$ cat src/rtl/pipe_ctrl_pkg.sv
// Shared Y86 definitions: byte/word widths, icodes, status codes, RNONE,
// and the pipeline-control FSM state type.
package pipe_ctrl_pkg;

   localparam int unsigned BYTE_W = 8;
   localparam int unsigned WORD_W = 32;

   localparam int unsigned ICODE_DEF_W = 4;
   localparam logic [ICODE_DEF_W-1:0] I_HALT   = 4'h0;
   localparam logic [ICODE_DEF_W-1:0] I_NOP    = 4'h1;
   localparam logic [ICODE_DEF_W-1:0] I_RRMOVL = 4'h2;
   localparam logic [ICODE_DEF_W-1:0] I_IRMOVL = 4'h3;
   localparam logic [ICODE_DEF_W-1:0] I_RMMOVL = 4'h4;
   localparam logic [ICODE_DEF_W-1:0] I_MRMOVL = 4'h5;
   localparam logic [ICODE_DEF_W-1:0] I_OPL    = 4'h6;
   localparam logic [ICODE_DEF_W-1:0] I_JXX    = 4'h7;
   localparam logic [ICODE_DEF_W-1:0] I_CALL   = 4'h8;
   localparam logic [ICODE_DEF_W-1:0] I_RET    = 4'h9;
   localparam logic [ICODE_DEF_W-1:0] I_PUSHL  = 4'hA;
   localparam logic [ICODE_DEF_W-1:0] I_POPL   = 4'hB;

   localparam int unsigned STAT_W = 3;
   localparam logic [STAT_W-1:0] STAT_AOK = 3'd1;
   localparam logic [STAT_W-1:0] STAT_HLT = 3'd2;
   localparam logic [STAT_W-1:0] STAT_ADR = 3'd3;
   localparam logic [STAT_W-1:0] STAT_INS = 3'd4;

   // RNONE is all ones at the default register-id width.
   localparam logic [3:0] RNONE = 4'hF;

   typedef enum logic [1:0] {
      RUN  = 2'd0,
      RETW = 2'd1,
      HALT = 2'd2
   } ctrlState_t;

endpackage

$ cat src/rtl/pipe_ctrl_hazard_det.sv
// Combinational hazard detection: load-use, branch mispredict and
// pipeline exception (non-AOK status in M or W).
module pipe_hazard_det
   import pipe_ctrl_pkg::*;
#(
   parameter int unsigned REG_W   = 4,
   parameter int unsigned ICODE_W = 4
) (
   input  logic [ICODE_W-1:0] eIcode,
   input  logic [REG_W-1:0]   dSrcA,
   input  logic [REG_W-1:0]   dSrcB,
   input  logic [REG_W-1:0]   eDstM,
   input  logic               eCnd,
   input  logic [STAT_W-1:0]  mStat,
   input  logic [STAT_W-1:0]  wStat,
   output logic               loadUse,
   output logic               mispredict,
   output logic               exception
);

   logic isLoad;

   assign isLoad     = (eIcode == ICODE_W'(I_MRMOVL)) || (eIcode == ICODE_W'(I_POPL));
   assign loadUse    = isLoad && (eDstM != '1) && ((eDstM == dSrcA) || (eDstM == dSrcB));
   assign mispredict = (eIcode == ICODE_W'(I_JXX)) && !eCnd;
   assign exception  = (mStat != STAT_AOK) || (wStat != STAT_AOK);

endmodule

$ cat src/rtl/pipe_ctrl.sv
// Y86 pipeline control: stall/bubble generation, ret-wait FSM, sticky halt.
// Optional PIPE_CTRL_PERF_EN adds saturating stall/bubble event counters.
module pipe_ctrl
   import pipe_ctrl_pkg::*;
#(
   parameter int unsigned RET_BUBBLES = 3,
   parameter int unsigned REG_W       = 4,
   parameter int unsigned ICODE_W     = 4
) (
   input  logic               clk,
   input  logic               rst,
   input  logic [ICODE_W-1:0] d_icode,
   input  logic [REG_W-1:0]   d_srcA,
   input  logic [REG_W-1:0]   d_srcB,
   input  logic [ICODE_W-1:0] e_icode,
   input  logic [REG_W-1:0]   e_dstM,
   input  logic               e_cnd,
   input  logic [STAT_W-1:0]  m_stat,
   input  logic [STAT_W-1:0]  w_stat,
   output logic               f_stall,
   output logic               d_stall,
   output logic               d_bubble,
   output logic               e_bubble,
   output logic               m_bubble,
   output logic               w_stall,
   output logic               set_cc,
`ifdef PIPE_CTRL_PERF_EN
   output logic               halted,
   output logic [31:0]        stall_cnt,
   output logic [31:0]        bubble_cnt
`else
   output logic               halted
`endif
);

   ctrlState_t state, stateNext;
   logic [2:0] cnt, cntNext;
   logic       loadUse, mispredict, exception, retDecode;

   pipe_hazard_det #(
      .REG_W   (REG_W),
      .ICODE_W (ICODE_W)
   ) uHazard (
      .eIcode     (e_icode),
      .dSrcA      (d_srcA),
      .dSrcB      (d_srcB),
      .eDstM      (e_dstM),
      .eCnd       (e_cnd),
      .mStat      (m_stat),
      .wStat      (w_stat),
      .loadUse    (loadUse),
      .mispredict (mispredict),
      .exception  (exception)
   );

   // A ret held by load-use or squashed by a mispredict must not start the wait.
   assign retDecode = (state == RUN) && (d_icode == ICODE_W'(I_RET)) && !loadUse && !mispredict;

   always_ff @(posedge clk or negedge rst) begin
      if (!rst) begin
         state <= RUN;
         cnt   <= '0;
      end else begin
         state <= stateNext;
         cnt   <= cntNext;
      end
   end

   always_comb begin
      stateNext = state;
      cntNext   = cnt;
      if (w_stat != STAT_AOK) begin
         stateNext = HALT;
      end else begin
         case (state)
            RUN: begin
               if (retDecode && (RET_BUBBLES > 1)) begin
                  stateNext = RETW;
                  cntNext   = 3'(RET_BUBBLES - 2);
               end
            end
            RETW: begin
               if (cnt == '0) stateNext = RUN;
               else           cntNext   = cnt - 3'd1;
            end
            default: ;
         endcase
      end
   end

   always_comb begin
      f_stall  = 1'b0;
      d_stall  = 1'b0;
      d_bubble = 1'b0;
      e_bubble = 1'b0;
      m_bubble = 1'b0;
      w_stall  = 1'b0;
      set_cc   = 1'b0;
      halted   = 1'b0;
      if (!rst) begin
         d_bubble = 1'b1;
         e_bubble = 1'b1;
         m_bubble = 1'b1;
      end else begin
         case (state)
            HALT: begin
               f_stall  = 1'b1;
               d_stall  = 1'b1;
               e_bubble = 1'b1;
               m_bubble = 1'b1;
               w_stall  = 1'b1;
               halted   = 1'b1;
            end
            RETW: begin
               f_stall  = 1'b1;
               d_bubble = 1'b1;
               e_bubble = loadUse || mispredict;
               m_bubble = exception;
            end
            default: begin
               f_stall  = loadUse || retDecode;
               d_stall  = loadUse;
               d_bubble = mispredict || retDecode;
               e_bubble = loadUse || mispredict;
               m_bubble = exception;
            end
         endcase
         set_cc = (e_icode == ICODE_W'(I_OPL)) && !exception && (state != HALT);
      end
   end

`ifdef PIPE_CTRL_PERF_EN
   always_ff @(posedge clk or negedge rst) begin
      if (!rst) begin
         stall_cnt  <= '0;
         bubble_cnt <= '0;
      end else if (state != HALT) begin
         if (f_stall && (stall_cnt != '1))                   stall_cnt  <= stall_cnt + 32'd1;
         if ((loadUse || mispredict) && (bubble_cnt != '1)) bubble_cnt <= bubble_cnt + 32'd1;
      end
   end
`endif

endmodule
$ cat config.mk
export PLATFORM = sky130hd
export DESIGN_NAME = pipe_ctrl
export DESIGN_NICKNAME = d
export VERILOG_FILES = /design/src/rtl/pipe_ctrl_pkg.sv /design/src/rtl/pipe_ctrl_hazard_det.sv /design/src/rtl/pipe_ctrl.sv
export SDC_FILE = /design/constraint.sdc
export NUM_CORES = 1
export LEC_CHECK = 0
export CELL_PAD_IN_SITES_DETAIL_PLACEMENT = 1
export CELL_PAD_IN_SITES_GLOBAL_PLACEMENT = 1
export CORE_AREA = 2 2 51 53
export DETAILED_ROUTE_END_ITERATION = 8
export DIE_AREA = 0 0 53 55
export GPL_TIMING_DRIVEN = 0
export PLACE_DENSITY_LB_ADDON = 0.12
export SLEW_MARGIN = 10
export SYNTH_ARGS = -nofsm -noshare
export SYNTH_HDL_FRONTEND = slang
export SYNTH_HIERARCHICAL = 1
export SYNTH_SLANG_ARGS = --single-unit
$ cat constraint.sdc
create_clock -name clk -period 3.7 [get_ports clk]
set_input_delay 0.555 -clock clk [delete_from_list [all_inputs] [get_ports clk]]
set_output_delay 0.555 -clock clk [all_outputs]
set_load 0.05 [all_outputs]
==> results.sh, run 1 <==
export IMPL_cts_hold_buf=0
export IMPL_grt_pass1_vias=664
export IMPL_maxSlewHeadroom_pct=66.6
export IMPL_finalSetupViolations=0
export IMPL_gp_congestion=0.732
export IMPL_cts_root_buf="clkbuf_4"
export IMPL_drc=0
export IMPL_cp_arrival_ns=2.99
export IMPL_grt_ovfl_total=0
export IMPL_min_period_ns=3.55
export IMPL_r2r_cells=6
export IMPL_initial_utilization_pct=25.7
export IMPL_hold_violations=0
export IMPL_timing_rr_end="cnt[2]$_DFFE_PN0P_"
export IMPL_slowest_delay_ns=0.72
export IMPL_synth_seq_area_share_pct=20.6
export IMPL_grt_pass1_wl_microns=2750
export IMPL_syn_area_sq_um=607
export IMPL_worst_setup_path_type="input port to output port"
export IMPL_clockBufferDepth=2
export IMPL_status="finished, final reports clean"
export IMPL_fin_ws_ns=0.153
export IMPL_grt_max_degree=12
export IMPL_clkLatencyLatePin_ns=0.25
export IMPL_antenna_found_initial=0
export IMPL_tns_ns=0
export IMPL_crit_path_frequent_cell="clkdlybuf4s50_1"
export IMPL_cts_sinks=5
export IMPL_grtUsageTotal_pct=13.0
export IMPL_critPathSlowestCell="clkdlybuf4s50_1"
export IMPL_cts_setup_buffers=0
export IMPL_core_sq_um=2360
export IMPL_drive_above_1_share_pct=9.17
export IMPL_start_kind="input port"
export IMPL_yosys_register_bits=5
export IMPL_synthToLayoutAreaGrowth_pct=71.3
export IMPL_design_die_area_sq_um=2920
export IMPL_crit_start="e_icode[2]"
export IMPL_endpoint="e_bubble"
export IMPL_leakagePower_nw=0.382
export IMPL_total_power_w=0.000193
export IMPL_die_h_microns=55
export IMPL_powerDensity_nw_per_um2=186
export IMPL_route_top_layer_used="met3"
export IMPL_post_route_period_util_pct=95.9
export IMPL_cts_tree="yes"
export IMPL_ys_warn_count=6
export IMPL_drt_pre_antenna_iters=4
export IMPL_dp_cells=135
export IMPL_r2r_slack_ns=1.62
export IMPL_place_ws_ns=-0.0915
export IMPL_tightest_slew_ns=0.500
export IMPL_syn_num_nets=103
export IMPL_clk_pin_slew_ns=0.04
export IMPL_antenna_left=0
export IMPL_portBuffers=36
export IMPL_path_cells="clkdlybuf4s50_1 > and3b_1 > o211ai_1 > a21oi_1 > or4b_2 > clkdlybuf4s50_1"
export IMPL_viasPerCell=4.72
export IMPL_finalNonFillerCells=139
export IMPL_route_met3_wl_microns=133
export IMPL_cts_buffers=3
export IMPL_crit_required_ns=3.14
export IMPL_synth_cells=69
export IMPL_max_freq_mhz=282
export IMPL_clock_skew_ns=0.00167
export IMPL_m1WireLength_microns=770
export IMPL_wl_per_cell_microns=12.2
export IMPL_finish_utilization_pct=44.0
export IMPL_r2r_start="state[0]$_DFFE_PN0P_"
export IMPL_vias=656
export IMPL_min_path_type="flop to flop"
export IMPL_synth_edf_count=0
export IMPL_slew_viol_final=0
export IMPL_ys_dominant_reg_cell="dfrtp_1"
export IMPL_cap_violations=0
export IMPL_place_hpwl_microns=1510
export IMPL_wl_met2_microns=797
export IMPL_avgSynthCellArea_sq_um=8.79
export IMPL_dr_first_iter_drc_count=1
export IMPL_ys_types=32
export IMPL_boundaryPins=37
export IMPL_cts_max_level=1
export IMPL_crit_fanout=6
export IMPL_rows=18
export IMPL_routed_wl_microns=1700
export IMPL_async_reset_ff_share_pct=100
export IMPL_die_x_microns=53
export IMPL_vdd_drop_max_v=0.000163
export IMPL_cts_resized=1
export IMPL_rsz0062_at_grt="false"
export IMPL_fin_nets=144
export IMPL_critPathCaptureType="output port"
export IMPL_diodes=0
-- sequential cells by signal, indices dropped and copies added, names as in the netlist --
signal  flops
cnt         3
state       2
-- worst min-delay path by stage --
stage,depth (start not counted),slack (ns),end,startpoint
2_1_floorplan,0,0.26,cnt[0]$_DFFE_PN0P_,rst
3_3_place_gp,1,0.47,cnt[0]$_DFFE_PN0P_,cnt[0]$_DFFE_PN0P_
3_5_place_dp,1,0.48,cnt[0]$_DFFE_PN0P_,cnt[0]$_DFFE_PN0P_
4_1_cts,1,0.48,cnt[0]$_DFFE_PN0P_,cnt[0]$_DFFE_PN0P_
5_1_grt,1,0.52,cnt[2]$_DFFE_PN0P_,cnt[2]$_DFFE_PN0P_
6_report,1,0.47,cnt[0]$_DFFE_PN0P_,cnt[0]$_DFFE_PN0P_
-- worst max-delay path, delay by kind of cell --
kind / cells / cell delay (ns)
buf+inv: 2 / 1.24
simple gates: 2 / 0.88
compound gates: 2 / 0.30
-- synth_stat cells, types with 2 or more instances --
cell type | number | share of area [%]
mux2i_1 | 2 | 3.3
nor4b_1 | 2 | 2.9
o21ai_0 | 2 | 1.6
nor3b_1 | 2 | 2.5
and2_1 | 2 | 2.1
o211ai_1 | 3 | 3.7
a21oi_1 | 2 | 1.6
inv_1 | 5 | 3.1
nand2_1 | 4 | 2.5
xnor2_1 | 8 | 12
nand4_1 | 3 | 3.1
dfrtp_1 | 5 | 21
o2bb2ai_1 | 2 | 2.9
ha_1 | 5 | 10
nor2_1 | 4 | 2.5
nand2b_1 | 2 | 2.1
-- stage by stage --
step	hold slack (ns)	cell area (sq um)
6_report	0.475	1040
5_1_grt	0.518	1040
2_1_floorplan	0.259	607
3_3_place_gp	0.467	1000
4_1_cts	0.483	1040
3_5_place_dp	0.477	1000
-- cell families (layout without fill, tap and decap cells) --
group                      Yosys count  in the layout  share of synthesized area [%]
and+or+nand+nor                     30             30                           34.8
AOI/OAI and AO/OA                   13             13                           15.1
xor gates and xnor gates             8              8                           11.5
buffers and inverters                6             46                           4.33
adders and majority gates            5              5                           10.3
DFF                                  5              5                           20.6
muxes                                2              2                           3.30
-- cell type report --
class / count / area (sq um)
timing repair buffer: 36 / 363
fill: 289 / 1330
multi-input combinational: 58 / 462
inverter: 5 / 18.8
sequential: 5 / 125
tap: 30 / 37.5
clock buffer: 4 / 26.3
buffer: 1 / 7.51
-- metal layers --
metal / track usage [%] / vias to the layer above
met1: 16.3 / 299
met2: 21.7 / 23
met4: 1.71 / 0
li1: - / 334
met3: 5.11 / 0
met5: 0 / -
-- placed cells by master (no fill, tap or decap), drive strengths merged, types with 2 or more instances in the layout --
cell,Yosys,final
nand4,3,3
o211ai,3,3
nor4b,2,2
or4b,2,2
nand2b,2,2
ha,5,5
o21ai,2,2
a21oi,2,2
o2bb2ai,2,2
inv,5,5
nor2,4,4
xnor2,8,8
nor3b,2,2
nand4bb,2,2
clkdlybuf4s50,0,35
and2,2,2
nand2,4,4
clkbuf,0,4
mux2i,2,2
dfrtp,5,5
-- power by group --
part / internal [W] / leakage [nW] / total [W] / switching, W
clock network: 0.0000408 / 0.0150 / 0.0000645 / 0.0000236
registers: 0.0000558 / 0.0636 / 0.0000562 / 0.000000418
logic: 0.0000438 / 0.303 / 0.0000725 / 0.0000286
No activity file was read; power rests on OpenSTA's default activity.
==> run 2: changes to the inputs <==
--- a/config.mk
+++ b/config.mk
@@ -8,6 +8,7 @@
 export CELL_PAD_IN_SITES_DETAIL_PLACEMENT = 1
 export CELL_PAD_IN_SITES_GLOBAL_PLACEMENT = 1
 export CORE_AREA = 2 2 51 53
+export CTS_CLUSTER_DIAMETER = 40
 export DETAILED_ROUTE_END_ITERATION = 8
 export DIE_AREA = 0 0 53 55
 export GPL_TIMING_DRIVEN = 0
==> results of run 2 <==
Final layout, timing and power as in run 1 (identical DEF).
==> run 3: changes to the inputs <==
--- a/config.mk
+++ b/config.mk
@@ -7,10 +7,10 @@
 export LEC_CHECK = 0
 export CELL_PAD_IN_SITES_DETAIL_PLACEMENT = 1
 export CELL_PAD_IN_SITES_GLOBAL_PLACEMENT = 1
-export CORE_AREA = 2 2 51 53
+export CORE_AREA = 2 2 46 59
 export CTS_CLUSTER_DIAMETER = 40
 export DETAILED_ROUTE_END_ITERATION = 8
-export DIE_AREA = 0 0 53 55
+export DIE_AREA = 0 0 48 61
 export GPL_TIMING_DRIVEN = 0
 export PLACE_DENSITY_LB_ADDON = 0.12
 export SLEW_MARGIN = 10
==> run 3 against run 2 <==
Against the previous run:
- cell count grew 2.2%
- design area grew 0.12%
- wire length shrank 1.8%
- global-route usage grew 0.61 points
- die area grew 0.45%
- via count grew 1.8%
- non-clock buffer count is the same
- sequential share of layout area is essentially flat
- sequential power is essentially flat
- register-to-register slack is essentially flat
- setup slack gained 0.010 ns
- worst hold slack lost 0.0018 ns
- critical path type unchanged
==> results.sh, run 3 (synthesis gave the netlist of run 1 again) <==
export IMPL_status="finished, final reports clean"
export IMPL_die_x_microns=48
export IMPL_rsz0062_at_grt="false"
export IMPL_path_cells="clkdlybuf4s50_1 > and3b_1 > o211ai_1 > a21oi_1 > or4b_2 > clkdlybuf4s50_1"
export IMPL_grtUsageTotal_pct=13.6
export IMPL_clkLatencyLatePin_ns=0.25
export IMPL_clock_skew_ns=0.00710
export IMPL_rows=20
export IMPL_top_register="cnt"
export IMPL_grt_pass1_vias=700
export IMPL_grt_max_degree=12
export IMPL_final_area_sq_um=1040
export IMPL_min_period_ns=3.54
export IMPL_crit_start="e_icode[2]"
export IMPL_finalSetupViolations=0
export IMPL_vias=668
export IMPL_boundaryPins=37
export IMPL_cp_buffers_inverters=2
export IMPL_place_hpwl_microns=1500
export IMPL_min_path_type="flop to flop"
export IMPL_post_route_period_util_pct=95.6
export IMPL_slowest_delay_ns=0.73
export IMPL_routed_wl_microns=1670
export IMPL_busiest_layer="met2"
export IMPL_multiInputGateArea_sq_um=462
export IMPL_final_cell_mix="36 x clkdlybuf4s50_1, 8 x xnor2_1, 5 x inv_1, 5 x ha_1, 5 x dfrtp_1"
export IMPL_ff_latch_area_sq_um=125
export IMPL_r2r_slack_ns=1.62
export IMPL_r2r_start="state[0]$_DFFE_PN0P_"
export IMPL_reg_top3="cnt (3), state (2)"
export IMPL_leakagePower_nw=0.373
export IMPL_initial_utilization_pct=25.5
export IMPL_total_power_w=0.000194
export IMPL_cts_root_buf="clkbuf_4"
export IMPL_antenna_left=0
export IMPL_viasPerCell=4.70
export IMPL_grt_ovfl_total=0
export IMPL_crit_cells=6
export IMPL_worst_setup_path_type="input port to output port"
export IMPL_grt_use_met1_pct=12.3
export IMPL_hold_violations=0
export IMPL_cp_arrival_ns=2.98
export IMPL_critPathCaptureType="output port"
export IMPL_cts_setup_buffers=0
export IMPL_layout_commonest_cell="clkdlybuf4s50_1"
export IMPL_antenna_found_initial=0
export IMPL_dr_first_iter_drc_count=10
export IMPL_portBuffers=36
export IMPL_met3_usage_pct=4.17
export IMPL_crit_path_frequent_cell="clkdlybuf4s50_1"
export IMPL_endpoint="e_bubble"
export IMPL_cp_top_family="buffers and inverters"
export IMPL_gp_congestion=0.721
export IMPL_fin_nets=144
export IMPL_fillers=275
export IMPL_drc=0
export IMPL_slew_viol_final=0
export IMPL_crit_fanout=6
export IMPL_diodes=0
export IMPL_cts_sinks=5
export IMPL_critPathSlowestCell="clkdlybuf4s50_1"
export IMPL_maxSlewHeadroom_pct=65.9
export IMPL_vdd_drop_max_v=0.0000951
export IMPL_cts_max_level=1
export IMPL_powerDensity_nw_per_um2=187
export IMPL_start_kind="input port"
export IMPL_cts_tree="yes"
export IMPL_die_h_microns=61
export IMPL_grt_pass1_wl_microns=2720
export IMPL_timing_rr_end="cnt[1]$_DFFE_PN0P_"
export IMPL_cap_violations=0
export IMPL_r2r_cells=6
export IMPL_crit_required_ns=3.14
export IMPL_cts_buffers=3
export IMPL_placed_area_sq_um=1010
export IMPL_design_die_area_sq_um=2930
export IMPL_drive_above_1_share_pct=9.17
export IMPL_drt_pre_antenna_iters=3
export IMPL_tightest_slew_ns=0.510
export IMPL_largest_reg_flops=3
export IMPL_core_sq_um=2380
export IMPL_finish_utilization_pct=43.8
export IMPL_max_freq_mhz=283
export IMPL_synthToLayoutAreaGrowth_pct=71.5
export IMPL_use_met2_pct=24.4
export IMPL_clk_pin_slew_ns=0.05
export IMPL_clockBufferDepth=2
export IMPL_wl_per_cell_microns=11.8
run 3: through the flow:
stage	setup slack, ns	instances	hold slack, ns	TNS, ns
6_report	0.163	142	0.473	0
3_5_place_dp	-0.0659	138	0.474	-0.0659
5_1_grt	0.0209	142	0.498	0
2_1_floorplan	0.896	69	0.259	0
4_1_cts	0.110	142	0.480	0
3_3_place_gp	0.00297	138	0.464	0
run 3: cell type report:
class                           instances  area share, %
Sequential cell                         5           12.0
Tap cell                               33           3.97
Timing Repair Buffer                   36           34.6
Buffer                                  1          0.721
Clock buffer                            4           2.52
Inverter                                5           1.80
Multi-Input combinational cell         58           44.4
run 3: worst min path at each step:
stage	start	endpoint	slack, ns	cells after the start
after floorplan	rst	cnt[0]$_DFFE_PN0P_	0.26	0
after global placement	cnt[0]$_DFFE_PN0P_	cnt[0]$_DFFE_PN0P_	0.46	1
after detailed placement	cnt[0]$_DFFE_PN0P_	cnt[0]$_DFFE_PN0P_	0.47	1
after CTS	cnt[0]$_DFFE_PN0P_	cnt[0]$_DFFE_PN0P_	0.48	1
after global routing	cnt[0]$_DFFE_PN0P_	cnt[0]$_DFFE_PN0P_	0.50	1
final	cnt[0]$_DFFE_PN0P_	cnt[0]$_DFFE_PN0P_	0.47	1
run 3: layer usage:
layer,part of all wire (%),vias up,wire [microns]
li1,-,334,-
met4,2.3,0,38
met1,34,307,564
met2,58,23,970
met5,0,-,0
met3,5.7,4,95
run 3: timing repair:
item,CTS,global route
hold buffers,0,0
endpoints found under the setup margin,1,0
gates resized for setup,1,0
run 3: where the power goes:
| group | switching (W) | internal [W] |
|---|---|---|
| Combinational | 0.0000283 | 0.0000439 |
| Clock | 0.0000250 | 0.0000410 |
| Sequential | 0.000000470 | 0.0000557 |
| Total | 0.0000538 | 0.000141 |
